[src/rtl/unidade_controle_multiciclo.sv]
// Multi-cycle main control FSM: fetch/decode/execute/memory/writeback sequencing,
// ALU op selection, memory handshake and an iterative mult/div stall in EXECUTA.
module unidade_controle_multiciclo #(
   parameter int unsigned LAT_MULDIV = 4
) (
   input  logic        clk,
   input  logic        rst_n,
   input  logic [31:0] instrucao,
   input  logic        zero,
   input  logic        mem_pronto,
   output logic [1:0]  opULA,
   output logic        mem_le,
   output logic        mem_escreve,
   output logic        ir_escreve,
   output logic        pc_escreve,
   output logic        pc_desvio,
   output logic        reg_escreve,
   output logic        parado,
   output logic        erro
);

   localparam int unsigned CW = 4;

   localparam logic [5:0] OP_R    = 6'b000000;
   localparam logic [5:0] OP_ADDI = 6'b000001;
   localparam logic [5:0] OP_BEQ  = 6'b000010;
   localparam logic [5:0] OP_LW   = 6'b000011;
   localparam logic [5:0] OP_SW   = 6'b000100;
   localparam logic [5:0] OP_J    = 6'b000101;
   localparam logic [5:0] OP_HALT = 6'b111111;

   localparam logic [5:0] FN_MULT = 6'b000010;
   localparam logic [5:0] FN_DIV  = 6'b000011;

   localparam logic [1:0] ULA_PASSA = 2'b00;
   localparam logic [1:0] ULA_R     = 2'b01;
   localparam logic [1:0] ULA_SUB   = 2'b10;
   localparam logic [1:0] ULA_SOMA  = 2'b11;

   typedef enum logic [2:0] {
      BUSCA      = 3'd0,
      DECODIFICA = 3'd1,
      EXECUTA    = 3'd2,
      MEMORIA    = 3'd3,
      ESCRITA    = 3'd4,
      PARADO     = 3'd5,
      ERRO       = 3'd6
   } estado_t;

   estado_t         estado_q, estado_d;
   logic [CW-1:0]   contador_q, contador_d;

   logic [5:0] opcode;
   logic [5:0] funct;
   logic       eh_r, eh_addi, eh_beq, eh_lw, eh_sw, eh_j, eh_halt, eh_legal, eh_muldiv;
   logic [1:0] ula_exec;
   logic       unused_campos;

   assign opcode        = instrucao[31:26];
   assign funct         = instrucao[5:0];
   assign unused_campos = ^instrucao[25:6];

   // Instruction decode straight from the IR contents
   always_comb begin
      eh_r      = (opcode == OP_R);
      eh_addi   = (opcode == OP_ADDI);
      eh_beq    = (opcode == OP_BEQ);
      eh_lw     = (opcode == OP_LW);
      eh_sw     = (opcode == OP_SW);
      eh_j      = (opcode == OP_J);
      eh_halt   = (opcode == OP_HALT);
      eh_legal  = eh_r | eh_addi | eh_beq | eh_lw | eh_sw | eh_j | eh_halt;
      eh_muldiv = eh_r & ((funct == FN_MULT) | (funct == FN_DIV));
      if (eh_r)        ula_exec = ULA_R;
      else if (eh_beq) ula_exec = ULA_SUB;
      else if (eh_j)   ula_exec = ULA_PASSA;
      else             ula_exec = ULA_SOMA;
   end

   always_ff @(posedge clk or negedge rst_n) begin
      if (!rst_n) begin
         estado_q   <= BUSCA;
         contador_q <= '0;
      end else begin
         estado_q   <= estado_d;
         contador_q <= contador_d;
      end
   end

   // Next state and Moore/handshake-gated outputs; everything forced low in reset
   always_comb begin
      estado_d    = estado_q;
      contador_d  = contador_q;
      opULA       = ULA_PASSA;
      mem_le      = 1'b0;
      mem_escreve = 1'b0;
      ir_escreve  = 1'b0;
      pc_escreve  = 1'b0;
      pc_desvio   = 1'b0;
      reg_escreve = 1'b0;
      parado      = 1'b0;
      erro        = 1'b0;

      case (estado_q)
         BUSCA: begin
            mem_le = 1'b1;
            if (mem_pronto) begin
               ir_escreve = 1'b1;
               pc_escreve = 1'b1;
               estado_d   = DECODIFICA;
            end
         end
         DECODIFICA: begin
            if (!eh_legal)    estado_d = ERRO;
            else if (eh_halt) estado_d = PARADO;
            else              estado_d = EXECUTA;
         end
         EXECUTA: begin
            opULA = ula_exec;
            if (eh_muldiv) begin
               if (contador_q == CW'(LAT_MULDIV - 1)) begin
                  contador_d = '0;
                  estado_d   = ESCRITA;
               end else begin
                  contador_d = contador_q + CW'(1);
               end
            end else begin
               contador_d = '0;
               if (eh_r || eh_addi) begin
                  estado_d = ESCRITA;
               end else if (eh_lw || eh_sw) begin
                  estado_d = MEMORIA;
               end else if (eh_beq) begin
                  pc_desvio = zero;
                  estado_d  = BUSCA;
               end else if (eh_j) begin
                  pc_escreve = 1'b1;
                  estado_d   = BUSCA;
               end else begin
                  estado_d = ERRO;
               end
            end
         end
         MEMORIA: begin
            opULA       = ULA_SOMA;
            mem_le      = eh_lw;
            mem_escreve = ~eh_lw;
            if (mem_pronto) estado_d = eh_lw ? ESCRITA : BUSCA;
         end
         ESCRITA: begin
            reg_escreve = 1'b1;
            opULA       = eh_r ? ULA_R : ULA_SOMA;
            estado_d    = BUSCA;
         end
         PARADO: parado = 1'b1;
         ERRO:   erro   = 1'b1;
         default: estado_d = ERRO;
      endcase

      if (!rst_n) begin
         opULA       = ULA_PASSA;
         mem_le      = 1'b0;
         mem_escreve = 1'b0;
         ir_escreve  = 1'b0;
         pc_escreve  = 1'b0;
         pc_desvio   = 1'b0;
         reg_escreve = 1'b0;
         parado      = 1'b0;
         erro        = 1'b0;
      end
   end

endmodule

[config.mk]
export PLATFORM = sky130hd
export DESIGN_NAME = unidade_controle_multiciclo
export DESIGN_NICKNAME = d
export VERILOG_FILES = /design/src/rtl/unidade_controle_multiciclo.sv
export SDC_FILE = /design/constraint.sdc
export NUM_CORES = 1
export LEC_CHECK = 0
export CAP_MARGIN = 10
export CORE_MARGIN = 3
export CORE_UTILIZATION = 36
export DETAILED_ROUTE_END_ITERATION = 7
export GPL_TIMING_DRIVEN = 1
export PLACE_DENSITY_LB_ADDON = 0.05
export SETUP_SLACK_MARGIN = 0.02
export SYNTH_ARGS = -nofsm -noshare
export SYNTH_HDL_FRONTEND = slang
export SYNTH_SLANG_ARGS = --single-unit
[constraint.sdc]
create_clock -name clk -period 1.74 [get_ports clk]
set_input_delay 0.174 -clock clk [delete_from_list [all_inputs] [get_ports clk]]
set_output_delay 0.174 -clock clk [all_outputs]
set_load 0.02 [all_outputs]
==> results.json, run 1 <==
{
  "status": "complete, no violations",
  "area_growth_pct": 70.7,
  "yosysMostFrequentCell": "nand2_1",
  "die_h_um": 50.7,
  "yosysSeqAreaShare_pct": 24.4,
  "drt-initial-drc-count": 18,
  "die_x_um": 50.7,
  "synth_top_area_share_pct": 24.4,
  "synth_edf_count": 0,
  "ys_seq_elements": 7,
  "place_congestion": 0.759,
  "syn_nets": 132,
  "crit_required_ns": 1.57,
  "port_buffers": 24,
  "routed_wl_um": 2210,
  "crit_chain": "buf_6 > nor4_4 > nor3_2 > o21a_1 > buf_6",
  "drc": 0,
  "hold_ws_ns": 0.371,
  "dieArea_um2": 2570,
  "ir_drop_mv": 0.800,
  "finalMaxSlewViolations": 0,
  "ys_warn_count": 0,
  "endpoint_kind": "output pin",
  "p_leak_nw": 0.578,
  "power_mw": 1.25,
  "grt_pass1_wl_um": 3700,
  "topRoutingLayerUsed": "met4",
  "tightest_slew_ns": 0.356,
  "clk_latency_ns": 0.25,
  "setup_slack_ns": 0.0568,
  "async_flop_share_pct": 100,
  "synthTopCellsByCount": "nand2_1, dfrtp_1, nor2_1, nor3_1",
  "cts_root_buf": "clkbuf_4",
  "maxSlewHeadroom_pct": 76.0,
  "worst_path_largest_cell_delay_ns": 0.42,
  "routed-wl-met3_um": 162,
  "skew_ns": 0.00528,
  "post-dp-hpwl_um": 1650,
  "dr_total_vias": 904,
  "synth.area.top_cells": "dfrtp_1, nand2_1, nor3_1",
  "layout_min_cycle_time_ns": 1.68,
  "cts_max_level": 1,
  "path_clk_slew_ns": 0.05,
  "dp_slack_ns": -0.493,
  "grt_max_degree": 14,
  "final_util_pct": 68.1,
  "finalCritPeriodShare_pct": 96.7,
  "crit_fanout": 13,
  "grt_pass1_vias": 868,
  "cts_tree": "done",
  "synth_area_um2": 718,
  "fmax_mhz": 594,
  "fillers": 175,
  "synth_cell_types": 43,
  "synth_ff_type": "dfrtp_1",
  "max_cap_violations": 0,
  "crit_buf_inv": 2,
  "cts-buffers-inserted": 3,
  "worstPathArrival_ns": 1.51,
  "yosys.area.top_type": "dfrtp_1",
  "hold_buffers": 0,
  "ant_nets": 0,
  "dr.pass1.iters": 4,
  "ios": 46,
  "syn_area_per_cell_um2": 7.56,
  "finalHoldViolations": 0,
  "syn-instance-count": 95,
  "start_kind": "flop",
  "cp_slowest_cell": "dfrtp_1",
  "insertedDiodeCount": 0,
  "grt_setup_unrepaired": "yes",
  "rows": 15,
  "wl_met1_um": 880,
  "antenna_found_initial": 0,
  "overflow": 0,
  "grt_usage_pct": 18.3,
  "wl_per_cell_um": 13.0,
  "viasPerCell": 5.32,
  "start_util_pct": 39.9,
  "ctsLongestPathBuffers": 2,
  "p_per_area_nw_per_um2": 1020,
  "route.met2.wl_um": 1150,
  "crit_path_frequent_cell": "buf_6",
  "fin_setup_tns_ns": 0,
  "drive_gt1_share_pct": 36.6,
  "coreArea_um2": 1800,
  "path_delay_family": "flip-flops",
  "nNetsFinal": 183,
  "hp-class": "input pin to async pin",
  "cts.sinks": 7,
  "setup_viol_count_final": 0,
  "critPathKind": "flop to output pin"
}
==> through the flow <==
step,cells,area [um^2]
after floorplan,95,723
after global placement,162,1140
after detailed placement,162,1140
after CTS,167,1150
after global routing,170,1230
final,170,1230
==> cells by family (layout without fill, tap and decap cells) <==
| kind of cell | count (synthesis) | count (layout) | share of synthesized area, % |
|---|---|---|---|
| and+or+nand+nor | 46 | 46 | 38.2 |
| AOI/OAI and AO/OA | 27 | 27 | 25.1 |
| buffers and inverters | 12 | 62 | 8.19 |
| DFF | 7 | 7 | 24.4 |
| xor gates and xnor gates | 2 | 2 | 2.44 |
| adders and majority gates | 1 | 1 | 1.74 |
==> where the power goes <==
group	internal [mW]	total [mW]	leakage, nW	switching, mW
Combinational	0.400	0.870	0.471	0.470
Clock	0.0875	0.146	0.0150	0.0589
Sequential	0.200	0.231	0.0925	0.0314
Total	0.687	1.25	0.578	0.560
==> timing repair <==
| action | 4_1_cts | 5_1_grt |
|---|---|---|
| pin swaps | 6 | 6 |
| setup endpoints to repair | 10 | 10 |
| buffers inserted | 1 | 3 |
| gates cloned | 0 | 0 |
| resized for setup | 39 | 20 |
==> final cells by class <==
cell class / count / area (um^2) / area share (%)
multi-input cells: 76 / 527 / 43.0
repair buffers: 53 / 448 / 36.5
flip-flops and latches: 7 / 175 / 14.3
well taps: 25 / 31.3 / 2.55
clock buffers: 4 / 26.3 / 2.14
inverters: 5 / 18.8 / 1.53
==> flip-flops by register name, indices dropped and copies added (netlist names) <==
name        flops
estado_q        3
contador_q      4
==> per-layer routing <==
metal,vias to the layer above,global-route usage (%)
met2,33,33.7
met3,2,4.45
met4,0,1.35
met5,-,0
li1,453,-
met1,416,22.1
==> path summary, 6_finish.rpt <==
check | slack [ns] | cells after the start | from | endpoint
setup / recovery | 0.06 | 5 | estado_q[0] | opULA[1]
hold / removal | 0.37 | 2 | rst_n | estado_q[2]
setup reg to reg | 0.20 | 6 | estado_q[0] | estado_q[0]
hold reg to reg | 0.51 | 1 | contador_q[2] | contador_q[2]
max in group asynchronous | 1.24 | 2 | rst_n | contador_q[3]
min in group clk | 0.41 | 4 | instrucao[26] | estado_q[2]
==> cell usage in the layout (no fill, tap or decap), types with 2 or more instances in the layout <==
cell type,count
nand2b_1,3
nand4_1,2
nor3_1,4
nand2_1,9
dlymetal6s2s_1,3
inv_1,4
buf_6,5
dfrtp_1,7
buf_2,4
buf_4,27
nand3b_1,2
clkdlybuf4s50_1,8
nand3_1,3
clkdlybuf4s15_1,2
nor2_1,5
a21oi_1,5
or3b_1,2
nor3_2,4
dlygate4sd2_1,3
o21ai_0,5
o21ai_1,3
clkbuf_4,3
Note: power is estimated with default switching activity, not from simulation.
==> inputs of run 2 (changes only) <==
- CAP_MARGIN: 10 -> 30
- CORE_MARGIN: 3 -> not set
==> results.json, run 2 (synthesis gave the netlist of run 1 again) <==
{
  "p_leak_nw": 0.613,
  "status": "complete, no violations",
  "crit_chain": "nor3b_4 > nand3_2 > nor4_1 > buf_2",
  "crit_fanout": 3,
  "worstPathArrival_ns": 1.50,
  "grt_pass1_wl_um": 3680,
  "most-common-layout-cells": "buf_4, nand2_1, clkdlybuf4s50_1",
  "die_x_um": 46.7,
  "r2r-start": "estado_q[0]",
  "cts_max_level": 1,
  "placed_cell_area_um2": 1160,
  "ant_nets": 0,
  "crit_buf_inv": 1,
  "top_register": "contador_q",
  "dr_total_vias": 949,
  "hp-class": "input pin to async pin",
  "grt_setup_unrepaired": "yes",
  "maxSlewHeadroom_pct": 73.5,
  "insertedDiodeCount": 0,
  "setup_viol_count_final": 0,
  "drive_gt1_share_pct": 40.8,
  "path_clk_slew_ns": 0.05,
  "path_delay_family": "simple AND/OR/NAND/NOR gates",
  "dr.pass1.iters": 4,
  "cts-buffers-inserted": 3,
  "finalHoldViolations": 0,
  "r2r_setup_slack_ns": 0.14,
  "start_util_pct": 39.9,
  "grt_pass1_vias": 851,
  "routed_wl_um": 2360,
  "start_kind": "flop",
  "rows": 15,
  "die_h_um": 46.7,
  "antenna_found_initial": 0,
  "clk_latency_ns": 0.25,
  "cts.sinks": 7,
  "drt-initial-drc-count": 11,
  "place_congestion": 0.767,
  "cts_tree": "done",
  "post-dp-hpwl_um": 1670,
  "startpoint": "estado_q[0]",
  "ctsLongestPathBuffers": 2,
  "endpoint_kind": "output pin",
  "cts_root_buf": "clkbuf_4",
  "cp_slowest_cell": "dfrtp_2",
  "critPathKind": "flop to output pin",
  "final_common_cell": "buf_4",
  "power_mw": 1.37,
  "dieArea_um2": 2180,
  "post-route-cell-area_um2": 1340,
  "max_cap_violations": 0,
  "coreArea_um2": 1800,
  "grt_max_degree": 14,
  "skew_ns": 0.00482,
  "grt_usage_pct": 23.8,
  "port_buffers": 24,
  "finalMaxSlewViolations": 0,
  "layout_min_cycle_time_ns": 1.67,
  "wl_per_cell_um": 13.3,
  "area_growth_pct": 85.9,
  "largest_reg_flops": 4,
  "nNetsFinal": 190,
  "viasPerCell": 5.36,
  "reg.largest.list": "contador_q: 4 flops, estado_q: 3 flops",
  "p_per_area_nw_per_um2": 1030,
  "worst_path_largest_cell_delay_ns": 0.45,
  "overflow": 0,
  "finalCritPeriodShare_pct": 95.9,
  "ios": 46,
  "drc": 0,
  "crit_required_ns": 1.57,
  "tightest_slew_ns": 0.394,
  "fmax_mhz": 599,
  "ir_drop_mv": 0.744
}
==> run 2: cell types whose count changed in the layout (fill, tap and decap cells not counted), sizes merged <==
cell          change
dlymetal6s2s      -1
clkbuf            +2
buf               +6
==> run 2: cell type report <==
| class | count | area (um^2) |
|---|---|---|
| Clock buffer | 4 | 26.3 |
| Fill cell | 156 | 467 |
| Inverter | 5 | 18.8 |
| Multi-Input combinational cell | 76 | 561 |
| Sequential cell | 7 | 176 |
| Tap cell | 25 | 31.3 |
| Timing Repair Buffer | 60 | 522 |
==> run 2: worst reg2reg max path: stages (launching register included) <==
cell	delay, ns
dfrtp_2	0.45
buf_8	0.16
buf_4	0.13
buf_4	0.14
nor2_1	0.11
nand2_1	0.15
nor4b_2	0.29
a21o_1	0.11
==> run 2: metrics by stage <==
stage	TNS, ns	utilization (%)	worst slack (ns)	hold slack (ns)	std cells
after global placement	-3.32	64.7	-0.499	0.488	165
after floorplan	0	-	0.0983	-0.122	95
after global routing	-0.0147	74.1	-0.00824	0.249	177
after CTS	-0.00119	66.6	-0.00119	0.225	171
after detailed placement	-3.80	64.7	-0.517	0.498	165
final	0	74.1	0.0706	0.230	177
==> run 2: worst paths after layout <==
path                                      end  cells past startpoint
worst max-delay path                pc_desvio                      4
worst min-delay path            contador_q[0]                      2
worst max register to register  contador_q[3]                      7
worst min register to register  contador_q[1]                      2
max in group asynchronous       contador_q[2]                      3
min in group clk                contador_q[1]                      2
==> run 2: timing repair <==
item,CTS,global route
buffers inserted,2,6
pin swaps,4,7
hold endpoints to repair,0,0
hold buffers,0,0
gates resized for setup,42,28
gates cloned,0,0
endpoints found under the setup margin,10,10
==> run 2: layer usage <==
layer | up-vias | share of wire, % | global-route usage [%]
met5 | - | 0 | 0
met2 | 50 | 50 | 41.9
li1 | 465 | - | -
met1 | 428 | 41 | 28.7
met3 | 6 | 6.0 | 5.88
met4 | 0 | 2.3 | 5.71
==> run 2: where the power goes <==
part	internal [mW]	total (mW)	switching [mW]
Combinational	0.480	0.975	0.494
Clock	0.0874	0.145	0.0577
Sequential	0.202	0.253	0.0510
==> inputs of run 3 (changes only) <==
- GPL_ROUTABILITY_DRIVEN: not set -> 0
==> results of run 3 <==
The final DEF is identical to that of run 2; final timing and power are the same.
